==> src/rtl/ssm_hp_sequencer_if.sv <==
// ssm_hp_sequencer_if: tile stream from the sequencer to the SSM compute core.
// The sequencer drives valid and payload, and the core drives ready.
interface ssm_hp_sequencer_if #(
    parameter int DW     = 16,
    parameter int N_TILE = 16
);
    logic                 tile_valid_o;
    logic                 tile_ready_i;
    logic [DW-1:0]        dt_o;
    logic [DW-1:0]        dA_o;
    logic [DW-1:0]        x_o;
    logic [DW-1:0]        D_o;
    logic [N_TILE*DW-1:0] B_tile_o;
    logic [N_TILE*DW-1:0] C_tile_o;
    logic [N_TILE*DW-1:0] hprev_tile_o;

    modport master (
        output tile_valid_o, dt_o, dA_o, x_o, D_o, B_tile_o, C_tile_o, hprev_tile_o,
        input  tile_ready_i
    );

    modport slave (
        input  tile_valid_o, dt_o, dA_o, x_o, D_o, B_tile_o, C_tile_o, hprev_tile_o,
        output tile_ready_i
    );
endinterface

==> src/rtl/ssm_hp_sequencer.sv <==
// ssm_hp_sequencer: scans (h, p, tile) for the SSM core, streams tile operands,
// tracks outstanding (h,p) groups in a tag FIFO and writes back y_final results.
// Optional performance counters are enabled by defining SSM_SEQ_PERF_CNT_EN.
module ssm_hp_sequencer #(
    parameter int DW        = 16,
    parameter int H         = 24,
    parameter int P         = 64,
    parameter int N_TOTAL   = 128,
    parameter int N_TILE    = 16,
    parameter int TAG_DEPTH = 32
) (
    input  logic                       clk,
    input  logic                       rst,
    input  logic                       start_i,
    output logic                       busy_o,
    output logic                       done_o,
    output logic                       err_o,
    output logic [$clog2(H)-1:0]       rd_h_o,
    output logic [$clog2(P)-1:0]       rd_p_o,
    output logic [$clog2(N_TOTAL)-1:0] rd_nbase_o,
    input  logic [DW-1:0]              dt_mem_i,
    input  logic [DW-1:0]              dA_mem_i,
    input  logic [DW-1:0]              D_mem_i,
    input  logic [DW-1:0]              x_mem_i,
    input  logic [N_TILE*DW-1:0]       B_mem_i,
    input  logic [N_TILE*DW-1:0]       C_mem_i,
    input  logic [N_TILE*DW-1:0]       hprev_mem_i,
    ssm_hp_sequencer_if.master         tile_if,
    input  logic [DW-1:0]              y_final_i,
    input  logic                       y_final_valid_i,
    output logic                       wr_en_o,
    output logic [$clog2(H*P)-1:0]     wr_addr_o,
    output logic [DW-1:0]              wr_data_o,
    output logic [31:0]                stall_cnt_o,
    output logic [31:0]                tile_cnt_o
);
    localparam int TILES = N_TOTAL / N_TILE;
    localparam int HW    = $clog2(H);
    localparam int PBW   = $clog2(P);
    localparam int NBW   = $clog2(N_TOTAL);
    localparam int AW    = $clog2(H*P);
    localparam int TW    = (TILES > 1) ? $clog2(TILES) : 1;
    localparam int QW    = (TAG_DEPTH > 1) ? $clog2(TAG_DEPTH) : 1;
    localparam int CW    = $clog2(TAG_DEPTH + 1);

    typedef enum logic [1:0] {S_IDLE, S_ISSUE, S_DRAIN, S_DONE} state_t;

    state_t         state_q, state_d;
    logic [HW-1:0]  h_q;
    logic [PBW-1:0] p_q;
    logic [TW-1:0]  t_q;

    logic [AW-1:0]  tag_mem [TAG_DEPTH];
    logic [QW-1:0]  wptr_q, rptr_q;
    logic [CW-1:0]  cnt_q;

    logic           wr_en_q;
    logic [AW-1:0]  wr_addr_q;
    logic [DW-1:0]  wr_data_q;
    logic           err_q;

    logic t_last, p_last, h_last, tag_blocked, accept, push, pop, start_acc;

    assign t_last      = (t_q == TW'(TILES - 1));
    assign p_last      = (p_q == PBW'(P - 1));
    assign h_last      = (h_q == HW'(H - 1));
    // A new group may only start once its tag has a free FIFO slot.
    assign tag_blocked = (t_q == '0) && (cnt_q == CW'(TAG_DEPTH));
    assign accept      = tile_if.tile_valid_o && tile_if.tile_ready_i;
    assign push        = accept && t_last;
    assign pop         = y_final_valid_i && (cnt_q != '0);
    assign start_acc   = (state_q == S_IDLE) && start_i;

    assign rd_h_o     = h_q;
    assign rd_p_o     = p_q;
    assign rd_nbase_o = NBW'(32'(t_q) * 32'(N_TILE));

    assign tile_if.dt_o         = dt_mem_i;
    assign tile_if.dA_o         = dA_mem_i;
    assign tile_if.x_o          = x_mem_i;
    assign tile_if.D_o          = D_mem_i;
    assign tile_if.B_tile_o     = B_mem_i;
    assign tile_if.C_tile_o     = C_mem_i;
    assign tile_if.hprev_tile_o = hprev_mem_i;

    assign wr_en_o   = wr_en_q;
    assign wr_addr_o = wr_addr_q;
    assign wr_data_o = wr_data_q;
    assign err_o     = err_q;

    // FSM state register
    always_ff @(posedge clk) begin
        if (rst) state_q <= S_IDLE;
        else     state_q <= state_d;
    end

    // FSM next-state logic
    always_comb begin
        state_d = state_q;
        unique case (state_q)
            S_IDLE:  if (start_i) state_d = S_ISSUE;
            S_ISSUE: if (accept && t_last && p_last && h_last) state_d = S_DRAIN;
            S_DRAIN: if ((cnt_q == '0) && !wr_en_q) state_d = S_DONE;
            S_DONE:  state_d = S_IDLE;
            default: state_d = S_IDLE;
        endcase
    end

    // FSM outputs
    always_comb begin
        tile_if.tile_valid_o = 1'b0;
        busy_o               = 1'b0;
        done_o               = 1'b0;
        unique case (state_q)
            S_ISSUE: begin
                tile_if.tile_valid_o = !tag_blocked;
                busy_o               = 1'b1;
            end
            S_DRAIN: busy_o = 1'b1;
            S_DONE:  done_o = 1'b1;
            default: ;
        endcase
    end

    // Scan counters: tile innermost, then p, then h
    always_ff @(posedge clk) begin
        if (rst || start_acc) begin
            h_q <= '0;
            p_q <= '0;
            t_q <= '0;
        end else if (accept) begin
            t_q <= t_last ? '0 : t_q + TW'(1);
            if (t_last) p_q <= p_last ? '0 : p_q + PBW'(1);
            if (t_last && p_last) h_q <= h_last ? '0 : h_q + HW'(1);
        end
    end

    // Tag FIFO pointers and occupancy
    always_ff @(posedge clk) begin
        if (rst) begin
            wptr_q <= '0;
            rptr_q <= '0;
            cnt_q  <= '0;
        end else begin
            if (push) wptr_q <= (wptr_q == QW'(TAG_DEPTH - 1)) ? '0 : wptr_q + QW'(1);
            if (pop)  rptr_q <= (rptr_q == QW'(TAG_DEPTH - 1)) ? '0 : rptr_q + QW'(1);
            unique case ({push, pop})
                2'b10:   cnt_q <= cnt_q + CW'(1);
                2'b01:   cnt_q <= cnt_q - CW'(1);
                default: ;
            endcase
        end
    end

    // Tag FIFO storage: tag is the flat group address h*P+p
    always_ff @(posedge clk) begin
        if (push) tag_mem[wptr_q] <= AW'(32'(h_q) * 32'(P) + 32'(p_q));
    end

    // Writeback register, one cycle after the result pops its tag
    always_ff @(posedge clk) begin
        if (rst) begin
            wr_en_q   <= 1'b0;
            wr_addr_q <= '0;
            wr_data_q <= '0;
        end else begin
            wr_en_q <= pop;
            if (pop) begin
                wr_addr_q <= tag_mem[rptr_q];
                wr_data_q <= y_final_i;
            end
        end
    end

    // Sticky flag for a result arriving with no outstanding tag
    always_ff @(posedge clk) begin
        if (rst)                                   err_q <= 1'b0;
        else if (y_final_valid_i && cnt_q == '0)   err_q <= 1'b1;
    end

`ifdef SSM_SEQ_PERF_CNT_EN
    logic [31:0] stall_cnt_q, tile_cnt_q;

    // Saturating stall / accepted-tile counters, cleared when a scan starts
    always_ff @(posedge clk) begin
        if (rst || start_acc) begin
            stall_cnt_q <= '0;
            tile_cnt_q  <= '0;
        end else begin
            if (tile_if.tile_valid_o && !tile_if.tile_ready_i && (stall_cnt_q != '1))
                stall_cnt_q <= stall_cnt_q + 32'd1;
            if (accept && (tile_cnt_q != '1))
                tile_cnt_q <= tile_cnt_q + 32'd1;
        end
    end

    assign stall_cnt_o = stall_cnt_q;
    assign tile_cnt_o  = tile_cnt_q;
`else
    assign stall_cnt_o = '0;
    assign tile_cnt_o  = '0;
`endif

endmodule
==> src/flat_wrapper.sv <==
// flat-port wrapper written by rule: the top's interface ports become plain ports
module ssm_hp_sequencer_flat 
#(
    parameter int DW        = 16,
    parameter int H         = 24,
    parameter int P         = 64,
    parameter int N_TOTAL   = 128,
    parameter int N_TILE    = 16,
    parameter int TAG_DEPTH = 32
)
  (clk, rst, start_i, busy_o, done_o, err_o, rd_h_o, rd_p_o, rd_nbase_o, dt_mem_i, dA_mem_i, D_mem_i, x_mem_i, B_mem_i, C_mem_i, hprev_mem_i, y_final_i, y_final_valid_i, wr_en_o, wr_addr_o, wr_data_o, stall_cnt_o, tile_cnt_o, tile_if_tile_valid_o, tile_if_dt_o, tile_if_dA_o, tile_if_x_o, tile_if_D_o, tile_if_B_tile_o, tile_if_C_tile_o, tile_if_hprev_tile_o, tile_if_tile_ready_i);
  ssm_hp_sequencer_if #(.DW(DW), .N_TILE(N_TILE)) tile_if_i ();
  input  logic clk;
  input  logic rst;
  input  logic start_i;
  output logic busy_o;
  output logic done_o;
  output logic err_o;
  output logic [$clog2(H)-1:0] rd_h_o;
  output logic [$clog2(P)-1:0] rd_p_o;
  output logic [$clog2(N_TOTAL)-1:0] rd_nbase_o;
  input  logic [DW-1:0] dt_mem_i;
  input  logic [DW-1:0] dA_mem_i;
  input  logic [DW-1:0] D_mem_i;
  input  logic [DW-1:0] x_mem_i;
  input  logic [N_TILE*DW-1:0] B_mem_i;
  input  logic [N_TILE*DW-1:0] C_mem_i;
  input  logic [N_TILE*DW-1:0] hprev_mem_i;
  input  logic [DW-1:0] y_final_i;
  input  logic y_final_valid_i;
  output logic wr_en_o;
  output logic [$clog2(H*P)-1:0] wr_addr_o;
  output logic [DW-1:0] wr_data_o;
  output logic [31:0] stall_cnt_o;
  output logic [31:0] tile_cnt_o;
  output wire logic [$bits(tile_if_i.tile_valid_o)-1:0] tile_if_tile_valid_o;
  output wire logic [$bits(tile_if_i.dt_o)-1:0] tile_if_dt_o;
  output wire logic [$bits(tile_if_i.dA_o)-1:0] tile_if_dA_o;
  output wire logic [$bits(tile_if_i.x_o)-1:0] tile_if_x_o;
  output wire logic [$bits(tile_if_i.D_o)-1:0] tile_if_D_o;
  output wire logic [$bits(tile_if_i.B_tile_o)-1:0] tile_if_B_tile_o;
  output wire logic [$bits(tile_if_i.C_tile_o)-1:0] tile_if_C_tile_o;
  output wire logic [$bits(tile_if_i.hprev_tile_o)-1:0] tile_if_hprev_tile_o;
  input wire logic [$bits(tile_if_i.tile_ready_i)-1:0] tile_if_tile_ready_i;
  assign tile_if_tile_valid_o = tile_if_i.tile_valid_o;
  assign tile_if_dt_o = tile_if_i.dt_o;
  assign tile_if_dA_o = tile_if_i.dA_o;
  assign tile_if_x_o = tile_if_i.x_o;
  assign tile_if_D_o = tile_if_i.D_o;
  assign tile_if_B_tile_o = tile_if_i.B_tile_o;
  assign tile_if_C_tile_o = tile_if_i.C_tile_o;
  assign tile_if_hprev_tile_o = tile_if_i.hprev_tile_o;
  assign tile_if_i.tile_ready_i = tile_if_tile_ready_i;
  ssm_hp_sequencer #(.DW(DW), .H(H), .P(P), .N_TOTAL(N_TOTAL), .N_TILE(N_TILE), .TAG_DEPTH(TAG_DEPTH)) u_core (.clk(clk), .rst(rst), .start_i(start_i), .busy_o(busy_o), .done_o(done_o), .err_o(err_o), .rd_h_o(rd_h_o), .rd_p_o(rd_p_o), .rd_nbase_o(rd_nbase_o), .dt_mem_i(dt_mem_i), .dA_mem_i(dA_mem_i), .D_mem_i(D_mem_i), .x_mem_i(x_mem_i), .B_mem_i(B_mem_i), .C_mem_i(C_mem_i), .hprev_mem_i(hprev_mem_i), .tile_if(tile_if_i), .y_final_i(y_final_i), .y_final_valid_i(y_final_valid_i), .wr_en_o(wr_en_o), .wr_addr_o(wr_addr_o), .wr_data_o(wr_data_o), .stall_cnt_o(stall_cnt_o), .tile_cnt_o(tile_cnt_o));
endmodule
==> config.mk <==
export PLATFORM = sky130hd
export DESIGN_NAME = ssm_hp_sequencer_flat
export DESIGN_NICKNAME = d
export VERILOG_FILES = /design/src/rtl/ssm_hp_sequencer_if.sv /design/src/rtl/ssm_hp_sequencer.sv /design/src/flat_wrapper.sv
export SDC_FILE = /design/constraint.sdc
export NUM_CORES = 1
export LEC_CHECK = 0
export CELL_PAD_IN_SITES_DETAIL_PLACEMENT = 0
export CELL_PAD_IN_SITES_GLOBAL_PLACEMENT = 1
export CORE_AREA = 2 2 695 697
export DETAILED_ROUTE_END_ITERATION = 16
export DIE_AREA = 0 0 697 699
export GPL_ROUTABILITY_DRIVEN = 0
export PLACE_DENSITY_LB_ADDON = 0.1
export SLEW_MARGIN = 20
export SYNTH_ARGS = -nofsm -noshare
export SYNTH_HDL_FRONTEND = slang
export SYNTH_SLANG_ARGS = --single-unit
export TNS_END_PERCENT = 30
==> constraint.sdc <==
create_clock -name clk -period 4.4 [get_ports clk]
set_clock_uncertainty 0.2 [all_clocks]
set_input_delay 0.66 -clock clk [delete_from_list [all_inputs] [get_ports clk]]
set_output_delay 0.66 -clock clk [all_outputs]
set_load 0.1 [all_outputs]
==> impl_results.md <==
- Post-CTS Hold Fix Bufs: 0
- Global routing usage summed across all routing layers: 0.1476
- Final worst hold slack: 257.3 ps
- Post-Place Worst Slack: 509.0 ps
- Post-detail-place hpwl: 334.0 mm
- Avg Inst Size Synth: 12.05 um^2
- Detail-routed via count per cell: 1.650
- Class of the most critical hold timing path: flip-flop to flip-flop
- Remaining global-route overflow: 0
- Setup repair after global routing missed its margin: no
- Max-cap violations: 0
- Count of fill cells added during filler insertion: 56,110
- Cts bufs inserted: 56
- Power, Total: 9.386 mW
- Vias post-DR: 12,710
- Maximum vdd ir drop: 0.2484 mV
- Number of placed instances, taps included: 7,592
- Row Count: 255
- Number of antenna violations at the first check in global routing: 11
- Num ports: 1,799
- Setup total negative slack: 0 ps
- Final Worst Setup Slack: 724.7 ps
- Clock tree root buffer cell: sky130_fd_sc_hd__clkbuf_16
- Total core area: 0.4802 mm^2
- Distinct cell type count of the synthesized netlist: 55
- Final instance count without filler cells: 7,702
- Multi-input gate area in the final layout: 0.004669 mm^2
- Type of the setup path with the least slack: flip-flop to flip-flop
- Insertion delay of the later-clocked pin in the worst-skew pair: 660 ps
- ANT nets after route: 0
- Die height: 699 um
- Clock slew seen by the registers of the worst setup and hold paths: 60 ps
- Share of post-route cells with drive strength above 1: 0.1734
- Gate power share: 0.062
- Total setup violations reported at the end of the flow: 0
- Total DRC errors in the routed layout: 0
- Die area: 0.4872 mm^2
- Vias in the first global route: 12,370
- First-pass GRT wire length: 405.8 mm
- Share of synthesized registers carrying an async set or reset: 0
- Required time at the worst-slack endpoint: 4770 ps
- Nature of the critical path startpoint: flip-flop
- Worst slew pin tran: 1077 ps
- Die W: 697 um
- Standby leakage power: 7.144 nW
- Mapped Area: 0.02328 mm^2
- Count of endpoints failing hold in the final timing report: 0
- CTS resizes: 0
- TritonCTS clock tree: built
- Effective utilization at floorplan: 0.04849
- Most common flop cell mapped by yosys: sky130_fd_sc_hd__edfxtp_1
- Fraction of the core area covered by cells at the end of the flow: 0.05737
- Internal power of the cells: 6.903 mW
- Pins over their slew limit: 0
- Post-synth EDFFs: 352
- Clock net sink count: 413
- Largest fanout of any net on the critical path: 9
- Count of warnings emitted by yosys: 0
- Final Cycle Share: 0.8353
- Switching power as a share of total power: 0.2646
- Placed standard-cell area: 0.02572 mm^2
- Synthesis-to-layout area growth: 18.31%
- Register Area: 0.01181 mm^2
- Post-route design area: 0.02755 mm^2
- Post-layout minimum cycle time: 3675 ps
- Proportion of synthesized chip area in sequential cells: 0.5064
- Cell area power density: 340.7 mW/mm^2
- WL/cell: 48.48 um
- Worst Setup End Kind: flip-flop
- Number of instances in the synthesized netlist: 1,932
- Port Buffers: 66
- Critical Path AT: 4050 ps
- Outcome: completed
- Iteration-0 DRC count of the detailed router: 967
- Iteration count of the initial detailed-routing pass: 7
- Tightest slew margin relative to the limit: 0.2796
- Max Clock Freq: 0.2721 GHz
- Power dissipated by switching net loads: 2.483 mW
- Total Nets Final: 2,098
- Largest net degree at the start of global routing: 70
- Number of register bits inferred by synthesis: 413
- Max H-tree Level: 2
- Largest buffer count on any clock path: 3
- Clock group share of total power: 0.490
- Number of setup buffers added after CTS: 0
- Sequential fraction of design power: 0.448
- Detailed-route wire length: 373.4 mm
## routing by layer
layer	global-route usage	wire length, um	vias to the layer above	part of all wire
met1	0.07492	66740	5717	0.18
met4	0.06262	19290	38	0.052
li1	-	-	4384	-
met5	0.04216	2984	-	0.0080
met2	0.1801	129700	2143	0.35
met3	0.2896	154700	426	0.41
## cell families after synthesis
| kind of cell | share of synthesized area |
|---|---|
| multiplexers | 0.08168 |
| buffers and inverters | 0.3040 |
| adder cells (fa/ha/maj) | 0.01075 |
| flip-flops | 0.5064 |
| other | 0.0001611 |
| AO/OA/AOI/OAI | 0.04922 |
| XOR/XNOR | 0.003009 |
| AND/OR/NAND/NOR | 0.04476 |
## placed cells by master (no fill, tap or decap), types with 12 or more instances in the layout
cell type,count
sky130_fd_sc_hd__nand4_1,12
sky130_fd_sc_hd__a211oi_1,22
sky130_fd_sc_hd__a31oi_1,13
sky130_fd_sc_hd__nor2_1,59
sky130_fd_sc_hd__clkbuf_16,56
sky130_fd_sc_hd__nand2_1,57
sky130_fd_sc_hd__mux2i_1,91
sky130_fd_sc_hd__dfxtp_1,47
sky130_fd_sc_hd__conb_1,68
sky130_fd_sc_hd__ha_1,20
sky130_fd_sc_hd__o21ai_0,13
sky130_fd_sc_hd__dfxtp_2,12
sky130_fd_sc_hd__clkinv_2,12
sky130_fd_sc_hd__a21oi_1,66
sky130_fd_sc_hd__a22oi_1,24
sky130_fd_sc_hd__clkdlybuf4s50_1,59
sky130_fd_sc_hd__mux4_2,44
sky130_fd_sc_hd__edfxtp_1,352
sky130_fd_sc_hd__nor2b_1,25
sky130_fd_sc_hd__inv_1,12
sky130_fd_sc_hd__buf_4,64
## critical path, cell delays in order (launching register included)
cell                       delay, ps
sky130_fd_sc_hd__dfxtp_1         350
sky130_fd_sc_hd__inv_1            80
sky130_fd_sc_hd__ha_1            160
sky130_fd_sc_hd__nor4bb_1        680
sky130_fd_sc_hd__a211oi_4        140
sky130_fd_sc_hd__inv_1           150
sky130_fd_sc_hd__ha_1            380
sky130_fd_sc_hd__xor2_1          120
sky130_fd_sc_hd__ha_1            190
sky130_fd_sc_hd__a21oi_1         290
sky130_fd_sc_hd__o22ai_1         150
sky130_fd_sc_hd__a222oi_1        340
sky130_fd_sc_hd__o21ai_0         160
sky130_fd_sc_hd__a21oi_1         190
## cells in the mapped netlist (all sizes together) (2+ instances only)
master,n,share of area
buf,932,0.30
edfxtp,352,0.45
mux2i,91,0.039
a21oi,67,0.015
dfxtp,61,0.052
nor2,59,0.0095
nand2,57,0.0092
mux4,44,0.043
clkbuf,28,0.0045
nor2b,25,0.0067
a22oi,24,0.0077
a211oi,23,0.0080
ha,20,0.011
a31oi,13,0.0035
o21ai,13,0.0028
inv,12,0.0019
nand4,12,0.0032
a311oi,11,0.0041
o22a,11,0.0041
nand2b,9,0.0024
or3,9,0.0024
nor3,8,0.0017
nand3,6,0.0013
or4,6,0.0021
xor2,6,0.0023
and2,4,0.0011
and3,3,0.00081
a21o,2,0.00064
nand3b,2,0.00064
nand4b,2,0.00075
nor4bb,2,0.00086
o31ai,2,0.0012
xnor2,2,0.00075
## registers in the layout, summed over array words and instances (netlist names), 3 cells and up
register,cells
u_core.tag_mem,352
u_core.wr_data_o,16
u_core.wr_addr_o,11
u_core.cnt_q,6
u_core.rd_p_o,6
u_core.rd_h_o,5
u_core.rptr_q,5
u_core.wptr_q,5
u_core.t_q,3
## power by group through the flow
stage	logic [mW]	registers (mW)	clock network (mW)
2_1_floorplan	4.07	4.30	0
3_3_place_gp	0.592	4.29	0
3_5_place_dp	0.592	4.29	0
4_1_cts	0.594	4.20	4.86
5_1_grt	0.609	4.20	4.95
6_report	0.582	4.20	4.60
## layout make-up
cell class / count / area share
Tap cell: 6425 / 0.2918
Multi-Input combinational cell: 614 / 0.1695
Clock inverter: 37 / 0.01335
Antenna cell: 8 / 0.0007267
Clock buffer: 65 / 0.05210
Inverter: 12 / 0.001635
Sequential cell: 413 / 0.4289
Timing Repair Buffer: 128 / 0.04197
## worst paths after layout
path,startpoint,to,depth (start not counted),slack [ps]
max reg2reg,u_core.t_q[0],u_core.cnt_q[4],13,720
min,u_core.wr_data_o[9],u_core.wr_data_o[9],2,260
max,u_core.t_q[0],u_core.cnt_q[4],13,720
min reg2reg,u_core.wr_data_o[9],u_core.wr_data_o[9],2,260
Power figures use the tool's default switching activity.
